[src/rtl/enigma_msg_sched.sv]
// Per-message scheduler in front of the Enigma core: round-robin grant, rotor reset, letter
// streaming, pipeline drain, and channel/last tagging of the encoded letters.
module enigma_msg_sched #(
  parameter int unsigned CORE_LATENCY = 6,
  parameter int unsigned MAX_LEN      = 255
) (
  input  logic            clk_i,
  input  logic            rst_i,
  input  logic [1:0]      req_i,
  input  logic [1:0][6:0] symb_i,
  input  logic [1:0]      symb_val_i,
  input  logic [1:0]      last_i,
  output logic [1:0]      ready_o,
  output logic            core_rotors_rst_o,
  output logic [6:0]      core_symb_o,
  output logic            core_symb_val_o,
  input  logic [6:0]      core_symb_i,
  input  logic            core_symb_val_i,
  output logic [6:0]      out_symb_o,
  output logic            out_val_o,
  output logic            out_ch_o,
  output logic            out_last_o,
  output logic            err_o
);

  localparam int unsigned CntW   = $clog2(MAX_LEN + 1);
  localparam int unsigned DrainW = $clog2(CORE_LATENCY + 2);

  typedef enum logic [1:0] {StIdle, StRotRst, StStream, StDrain} state_e;

  state_e              state_q;
  logic                gnt_q;
  logic                prio_q;
  logic [CntW-1:0]     cnt_q;
  logic [DrainW-1:0]   drain_q;
  logic                tag0_ch_q;
  logic                tag0_last_q;
  logic [CORE_LATENCY:1] tag_val_q;
  logic [CORE_LATENCY:1] tag_ch_q;
  logic [CORE_LATENCY:1] tag_last_q;

  logic [6:0] symb;
  logic       gnt_sel;
  logic       accept;
  logic       legal;
  logic       len_hit;
  logic       msg_end;

  always_comb begin
    symb    = symb_i[gnt_q];
    gnt_sel = (req_i == 2'b11) ? prio_q : req_i[1];
    accept  = symb_val_i[gnt_q] & ready_o[gnt_q];
    legal   = (symb >= 7'd1) && (symb <= 7'd26);
    // Only legal letters count towards the length limit.
    len_hit = legal && (cnt_q == CntW'(MAX_LEN - 1));
    msg_end = accept & (last_i[gnt_q] | len_hit);
  end

  always_ff @(posedge clk_i or posedge rst_i) begin
    if (rst_i) begin
      state_q           <= StIdle;
      gnt_q             <= 1'b0;
      prio_q            <= 1'b0;
      cnt_q             <= '0;
      drain_q           <= '0;
      ready_o           <= 2'b00;
      core_rotors_rst_o <= 1'b0;
    end else begin
      core_rotors_rst_o <= 1'b0;
      unique case (state_q)
        StIdle: begin
          if (|req_i) begin
            gnt_q             <= gnt_sel;
            prio_q            <= ~gnt_sel;
            core_rotors_rst_o <= 1'b1;
            state_q           <= StRotRst;
          end
        end
        StRotRst: begin
          cnt_q   <= '0;
          ready_o <= gnt_q ? 2'b10 : 2'b01;
          state_q <= StStream;
        end
        StStream: begin
          if (accept && legal) cnt_q <= cnt_q + 1'b1;
          if (msg_end) begin
            ready_o <= 2'b00;
            drain_q <= DrainW'(CORE_LATENCY + 1);
            state_q <= StDrain;
          end
        end
        StDrain: begin
          drain_q <= drain_q - 1'b1;
          if (drain_q == DrainW'(1)) state_q <= StIdle;
        end
        default: state_q <= StIdle;
      endcase
    end
  end

  // Core input register, tag delay line aligned to the core latency, and output register.
  always_ff @(posedge clk_i or posedge rst_i) begin
    if (rst_i) begin
      core_symb_o     <= '0;
      core_symb_val_o <= 1'b0;
      tag0_ch_q       <= 1'b0;
      tag0_last_q     <= 1'b0;
      tag_val_q       <= '0;
      tag_ch_q        <= '0;
      tag_last_q      <= '0;
      out_symb_o      <= '0;
      out_val_o       <= 1'b0;
      out_ch_o        <= 1'b0;
      out_last_o      <= 1'b0;
      err_o           <= 1'b0;
    end else begin
      core_symb_o     <= symb;
      core_symb_val_o <= accept & legal;
      tag0_ch_q       <= gnt_q;
      tag0_last_q     <= accept & legal & (last_i[gnt_q] | len_hit);
      tag_val_q[1]    <= core_symb_val_o;
      tag_ch_q[1]     <= tag0_ch_q;
      tag_last_q[1]   <= tag0_last_q;
      for (int i = 2; i <= int'(CORE_LATENCY); i++) begin
        tag_val_q[i]  <= tag_val_q[i-1];
        tag_ch_q[i]   <= tag_ch_q[i-1];
        tag_last_q[i] <= tag_last_q[i-1];
      end
      // Untagged core output (e.g. left over from an aborted message) is never forwarded.
      out_val_o <= core_symb_val_i & tag_val_q[CORE_LATENCY];
      if (core_symb_val_i) begin
        out_symb_o <= core_symb_i;
        out_ch_o   <= tag_ch_q[CORE_LATENCY];
        out_last_o <= tag_last_q[CORE_LATENCY];
      end
      if ((accept & ~legal) | (core_symb_val_i ^ tag_val_q[CORE_LATENCY])) err_o <= 1'b1;
    end
  end

endmodule

[config.mk]
export PLATFORM = sky130hd
export DESIGN_NAME = enigma_msg_sched
export DESIGN_NICKNAME = d
export VERILOG_FILES = /design/src/rtl/enigma_msg_sched.sv
export SDC_FILE = /design/constraint.sdc
export NUM_CORES = 1
export LEC_CHECK = 0
export ABC_AREA = 1
export CAP_MARGIN = 20
export CORE_UTILIZATION = 45
export DETAILED_ROUTE_END_ITERATION = 12
export PLACE_DENSITY = 0.75
export SKIP_LAST_GASP = 1
export SLEW_MARGIN = 25
export SYNTH_ARGS = -nofsm -noshare
export SYNTH_HDL_FRONTEND = slang
export SYNTH_SLANG_ARGS = --single-unit
[constraint.sdc]
create_clock -name clk_i -period 1.7 [get_ports clk_i]
set_input_delay 0.255 -clock clk_i [delete_from_list [all_inputs] [get_ports clk_i]]
set_output_delay 0.255 -clock clk_i [all_outputs]
set_load 0.01 [all_outputs]
== Word-level counts from Yosys, hierarchy flattened ==
Cells that the tools add are included.
Storage, ports and cells
  output and inout port bits: 22
  logic and storage cells: 79
  register bits: 57
Cells by class
  $add $sub $neg: 2
  magnitude comparators: 3
  eq/ne operators: 10
  multiplexer cells: 22
  bitwise logic cells: 11
  reductions and logical operators: 12
Operators by type and width (number)
  $pmux W8 S2: 1
  $mux W7: 2
  $mux W2: 5
  $mux W1: 9
  $add A8 B1 Y8 const B: 1
  $eq A8 B8 Y1 const B: 1
  $mux W8: 1
  $ne A2 B2 Y1 const B: 4
  $pmux W2 S4: 1
  $reduce_and A2 Y1: 4
  $ge A7 B1 Y1 const B: 1
  $le A7 B5 Y1 const B: 1
  $and A1 B1 Y1: 6
  $eq A2 B2 Y1 const B: 3
  $pmux W3 S2: 1
  $pmux W2 S2: 1
  $reduce_bool A2 Y1: 2
  $eq A3 B1 Y1 const B: 1
  $logic_and A1 B1 Y1: 3
  $mux W3: 1
  $reduce_and A3 Y1: 1
  $sub A3 B1 Y3 const B: 1
  $eq A2 B1 Y1 const B: 1
  $logic_not A2 Y1: 1
  other kinds (5): 7

== Longest topological paths before layout ==
Gate-level depths: netlist (run 1).
  depth in word-level cells: 9
  gate-level depth with buffers: 14
  depth with buffers taken out: 13

== Worst setup path before layout (run 1) ==
No wires, ideal clock.
  path kind: reg-to-reg
  from: register gnt_q
  to: register cnt_q[2]
  path slack: 0.157 ns
  stages on the path, launching flop included: 14
  setup time: 0.118 ns
  arrival: 1.425 ns
  path through: dfrtp_1 -> inv_2 -> buf_6 -> nand2_1 -> nand2_2 -> nand2_1 -> nand3_2 -> nand3_2 -> nor2_4 -> nand2_4 -> nand2_4 -> inv_6 -> nand2_1 -> o21ai_2
On the way
  longest elaborated chain between the ends: 7
  elaborated cells between the ends (all ways): 13
  classes of those cells: 2 x order compare; 1 x eq/ne; 6 x mux; 1 x bitwise; 3 x reduce/logical
RTL lines
  start, declared: RTL line 32  | logic gnt_q;
  start signal, assigned: RTL line 73  | gnt_q <= gnt_sel;
  $mux W7 (implied by the code) (2 in series): RTL line 50  | symb = symb_i[gnt_q];
  $ge A7 B1 Y1 or $le A7 B5 Y1 (tied branches): RTL line 53  | legal = (symb >= 7'd1) && (symb <= 7'd26);
  $logic_and A1 B1 Y1: RTL line 53
  $logic_and A1 B1 Y1 (*): RTL line 85  | if (accept && legal) cnt_q <= cnt_q + 1'b1;
  $ne A2 B2 Y1 (no line) (*)
  $reduce_and A2 Y1 (no line) (*)
  end signal, assigned: RTL line 85
  end, declared: RTL line 34  | logic [CntW-1:0] cnt_q;
Every way passes the cells marked *; elsewhere a longest branch is shown, timed or not. The select of a mux whose other input is x is not followed.
A chain may end at the register's enable or synchronous reset.

== Worst setup path after layout (run 1) ==
  from: register gnt_q
  to: register err_o
On the way
  longest elaborated chain between the ends: 7
  elaborated cells between the ends (all ways): 13
  classes of those cells: 2 x order compare; 6 x mux; 4 x bitwise; 1 x reduce/logical
RTL lines
  $mux W7 (implied by the code) (*) (2 in series): RTL line 50
  named net symb[4]: RTL line 42  | logic [6:0] symb;
  $ge A7 B1 Y1 or $le A7 B5 Y1 (tied branches): RTL line 53
  $logic_and A1 B1 Y1 (*): RTL line 53
  $not A1 Y1 (*): RTL line 136  | if ((accept & ~legal) | (core_symb_val_i ^ tag_val_q[CORE_LATENCY])) err_o <= 1'b1;
  $and A1 B1 Y1 (*): RTL line 136
  $or A1 B1 Y1 (*): RTL line 136
  end signal, assigned: RTL line 115  | err_o <= 1'b0;
  end signal, assigned: RTL line 136
  end, declared: RTL line 23  | output logic err_o
Mark *: on every way through the listed nets, which the timed path passes. The rest lies on a longest branch. The select of a mux whose other input is x is not followed.

==> metrics.cfg, run 1 <==
[sta]
max_freq_mhz=560.3
period_share_pct=105.0
hold_viol=0
relSlewSlack_pct=80.27
setup_viol_count_final=14
slew_viol_final=0
skew_ns=0.006701
period_needed_ns=1.785
grt_setup_unrepaired=true
tightest_slew_ns=0.2960
layout_setup_ws_ns=-0.08486

[clock_network]
numCtsBuffers=9
cts_tree=yes
path_clk_slew_ns=0.07
cts_buffer_depth=2
cts-root-buf=clkbuf_8
clk_latency_ns=0.33
clock-sinks=57
htree_levels=3

[logic_synthesis]
ys_warn_count=0
synth_edf_count=0
synthFlopType=dfrtp_1
seq_area_frac_synth_pct=58.40
syn_inst=239
synth_area_um2=2442
ys_ff_latch=57
avgSynthCellArea_um2=10.22
synth_nets=278
async_flop_share_pct=100.0
synth_cell_types=31

[global_route]
antenna_found_initial=0
grt_max_degree=58
grt_usage_pct=18.05
globalRouteOverflowTotal=0
grt_pass1_vias=1849
grt_pass1_wl_mm=7.396

[power_and_ir_drop]
vdd_ir_drop_max_mv=0.9398
p_leak_nw=1.737
powerDensity_nw_per_um2=1529

[cells_and_area]
area_growth_syn_to_layout_pct=46.47
final_area_um2=3577
diodes=0
final_nets=362
fin_cells=398
layout_common_cells=dfrtp_1, clkdlybuf4s50_1, nand2_1
drive_gt1_share_pct=29.88
final_common_cell=dfrtp_1

[setup_path]
cp.required_ns=1.92
worstSetupPathType=reg -> reg
crit_start=gnt_q
cp.arrival_ns=2.00
crit_path_start_kind=flop
worstReg2RegStart=gnt_q
cp-end-kind=flop
cp_max_fo=6

[die]
die_w_um=75.67
start_util_pct=47.22
row_count=26
fp.dieArea_um2=5726
ios=52
core_area_um2=5172
die_h_um=75.67

[status]
violations=setup timing
outcome=complete, but fails checks

[place]
gp_congestion=0.8226
port_buffers=51
post_dp_cell_area_um2=3154
dp_hpwl_mm=3.277
place_inst=374
pre_cts_ws_ns=-0.1778

[routing]
first_pass_iters=4
drtIter0Drc=97
drc=0
ant_nets=0
wl_mm=4.881
vias_per_cell=4.678
vias=1862
wl_per_cell_um=12.26

[min_path]
hp-class=in -> async

[run]
max_cap_violations=0

[cell usage after synthesis (all sizes together) (2+ instances only)]
cell	count	area [µm²]
nand4	2	12.51
nor2	14	70.07
buf	2	22.52
o21ai	9	52.55
inv	33	128.9
nand3	13	80.08
xor2	4	35.03
dfrtp	57	1426
ha	9	112.6
mux2	9	101.4
nand2	76	320.3
[metal layers]
metal	track usage, %	routed length [µm]
met5	0	0
met4	11.93	146
met3	4.101	189
met2	31.65	2376
met1	19.58	2168
[worst max-delay path: stages, from the launching register on]
cell	delay [ns]
dfrtp_2	0.47
clkinv_4	0.11
buf_6	0.13
buf_6	0.09
nand2_2	0.04
nand2_2	0.09
nor2_4	0.04
nand3_4	0.07
nand3_4	0.09
buf_4	0.14
buf_4	0.12
a211o_2	0.28
[through the flow]
step                      hold WS, ns  utilization, %  setup TNS (ns)  total power, mW
final                          0.3008           69.16         -0.5191            5.469
after global routing           0.3529           69.16          -1.583            5.800
after CTS                      0.3142           65.19               0            5.047
after detailed placement       0.3371           60.98          -2.227            3.753
after global placement         0.3316           60.98          -1.469            3.696
after floorplan                0.3312               -               0            2.978
[path summary, 6_finish.rpt]
path	endpoint	slack, ns	depth (start not counted)
worst max-delay path	err_o	-0.08	11
worst min-delay path	out_ch_o	0.30	3
worst max register to register	err_o	-0.08	11
max in group asynchronous	gnt_q	1.14	3
min in group clk_i	tag_val_q[5]	0.35	0
worst min register to register	tag_val_q[5]	0.35	0
[flip-flops by register name, indices dropped and copies added, names as in the netlist, 2 cells and up]
| name | cells |
|---|---|
| out_symb_o | 7 |
| tag_ch_q | 6 |
| tag_val_q | 6 |
| drain_q | 3 |
| tag_last_q | 6 |
| cnt_q | 8 |
| ready_o | 2 |
| core_symb_o | 7 |
| state_q | 2 |
[layout make-up]
type,instances,area [µm²]
multi-input cells,146,983.4
flip-flops and latches,57,1428
clock inverters,6,67.56
fillers,375,1595
repair buffers,75,730.7
clock buffers,10,137.6
well taps,70,87.58
inverters,33,136.4
repair inverters,1,6.256
[cells by family after synthesis]
group	share of synthesized area, %
AO/OA/AOI/OAI	3.740
XOR/XNOR	1.793
adder cells (fa/ha/maj)	4.611
buffers and inverters	6.352
flip-flops	58.40
multiplexers	4.560
AND/OR/NAND/NOR	20.54
[power breakdown]
group	total (mW)	internal, mW	switching [mW]
Sequential	1.94	1.74	0.203
Clock	1.27	0.718	0.549
Combinational	2.26	1.10	1.16
[repair_timing]
action                     4_1_cts  5_1_grt
gates resized for setup          5       44
cloned                           0        2
pin swaps                        0       12
buffers inserted                 0        6
setup endpoints to repair       12       16
hold buffers                     0        0
Power figures use the tool's default switching activity.
==> inputs of run 2 (changes only) <==
--- a/config.mk
+++ b/config.mk
@@ -9,6 +9,7 @@
 export CAP_MARGIN = 20
 export CORE_UTILIZATION = 45
 export DETAILED_ROUTE_END_ITERATION = 12
+export MAX_ROUTING_LAYER = met4
 export PLACE_DENSITY = 0.75
 export SKIP_LAST_GASP = 1
 export SLEW_MARGIN = 25
==> metrics.cfg, run 2 (synthesis results as in run 1) <==
[routing]
vias_per_cell=4.631
drtIter0Drc=77
drc=0
first_pass_iters=4
wl_per_cell_um=11.26
wl_mm=4.425
vias=1820
ant_nets=0

[place]
place_inst=374
pre_cts_ws_ns=-0.1778
gp_congestion=0.8350
port_buffers=51
post_dp_cell_area_um2=3154
dp_hpwl_mm=3.277

[setup_path]
cp_max_fo=5
cp_slowest_cell=dfrtp_2
cp-end-kind=flop
cp.required_ns=1.92
slowest_delay_ns=0.47
crit_chain=buf_6 -> nand2_1 -> nand2_1 -> nor2_2 -> nand3_2 -> buf_4 -> nand3_2 -> nor2_4 -> nand2_4 -> nand2_4 -> buf_4 -> nand2_1 -> nand2_1
path_common_cell=nand2_1
cp.arrival_ns=1.91
crit_path_start_kind=flop
worstSetupPathType=reg -> reg

[global_route]
grt_pass1_vias=1848
grt_usage_pct=18.62
globalRouteOverflowTotal=0
antenna_found_initial=0
grt_max_degree=58
grt_pass1_wl_mm=7.403

[clock_network]
path_clk_slew_ns=0.07
cts_tree=yes
clk_latency_ns=0.32
cts-root-buf=clkbuf_8
htree_levels=3
cts_buffer_depth=2
hold_buffers=0
numCtsBuffers=9
clock-sinks=57

[sta]
grt_setup_unrepaired=true
period_share_pct=99.44
period_needed_ns=1.690
layout_setup_ws_ns=0.009585
skew_ns=0.009944
hold_viol=0
slew_viol_final=0
tightest_slew_ns=0.2880
setup_viol_count_final=0
max_freq_mhz=591.6
relSlewSlack_pct=80.80

[die]
die_h_um=75.67
start_util_pct=47.22
row_count=26
fp.dieArea_um2=5726
ios=52
die_w_um=75.67
core_area_um2=5172

[min_path]
hp-class=in -> async

[cells_and_area]
largest_reg_flops=8
final_nets=357
fin_cells=393
drive_gt1_share_pct=22.60
largest_register=cnt_q
diodes=0
final_area_um2=3413
largestRegisters=cnt_q: 8 flops, core_symb_o: 7 flops, out_symb_o: 7 flops
seqCellArea_um2=1428
final_common_cell=nand2_1
fin_util_pct=65.99
layout_common_cells=nand2_1, dfrtp_1, clkdlybuf4s50_1
fillerInstances=407
area_growth_syn_to_layout_pct=39.75
multi_input_area_um2=880.8

[run]
max_cap_violations=0

[power_and_ir_drop]
p_leak_nw=1.690
finalPower_mw=5.073
vdd_ir_drop_max_mv=1.060
powerDensity_nw_per_um2=1486

[status]
outcome=completed

[run 2: where the power goes]
group	internal, mW	switching [mW]
combinational	0.923	0.961
sequential	1.74	0.199
clock	0.718	0.535
total	3.38	1.70
[run 2: cell type report]
class | count | share of cell area, %
tap | 70 | 2.566
multi-input combinational | 146 | 25.81
clock buffer | 10 | 4.032
timing repair buffer | 71 | 19.87
clock inverter | 6 | 1.979
sequential | 57 | 41.83
inverter | 33 | 3.922
[run 2: path summary, 6_finish.rpt]
| check | start | to | slack (ns) | depth (start not counted) |
|---|---|---|---|---|
| setup / recovery | gnt_q | cnt_q[6] | 0.01 | 13 |
| max in group asynchronous | rst_i | gnt_q | 1.14 | 3 |
| hold reg to reg | tag_val_q[4] | tag_val_q[5] | 0.35 | 0 |
| min in group clk_i | tag_val_q[4] | tag_val_q[5] | 0.35 | 0 |
| hold / removal | rst_i | out_ch_o | 0.31 | 3 |
| setup reg to reg | gnt_q | cnt_q[6] | 0.01 | 13 |
[run 2: what timing repair did]
action / in CTS / in global routing
resized for setup: 5 / 7
cloned: 0 / 1
endpoints found under the setup margin: 12 / 16
setup buffers: 0 / 2
[run 2: stage by stage]
| step | TNS (ns) | hold slack, ns |
|---|---|---|
| global route | -1.035 | 0.3543 |
| detailed placement | -2.227 | 0.3371 |
| global placement | -1.469 | 0.3316 |
| finish | 0 | 0.3051 |
| floorplan | 0 | 0.3312 |
| CTS | 0 | 0.3142 |
[run 2: metal layers]
layer	GRT usage (%)	vias to the layer above	share of wire (%)
li1	-	902	-
met1	19.58	862	44
met2	31.65	46	50
met3	4.101	10	3.9
met4	11.93	0	2.5
met5	-	-	0
[run 2: worst max-delay path, delay by kind of cell, from the launching register on]
| kind | cells | cell delay [ns] |
|---|---|---|
| buffers and inverters | 3 | 0.43 |
| DFF | 1 | 0.47 |
| and+or+nand+nor | 10 | 0.68 |
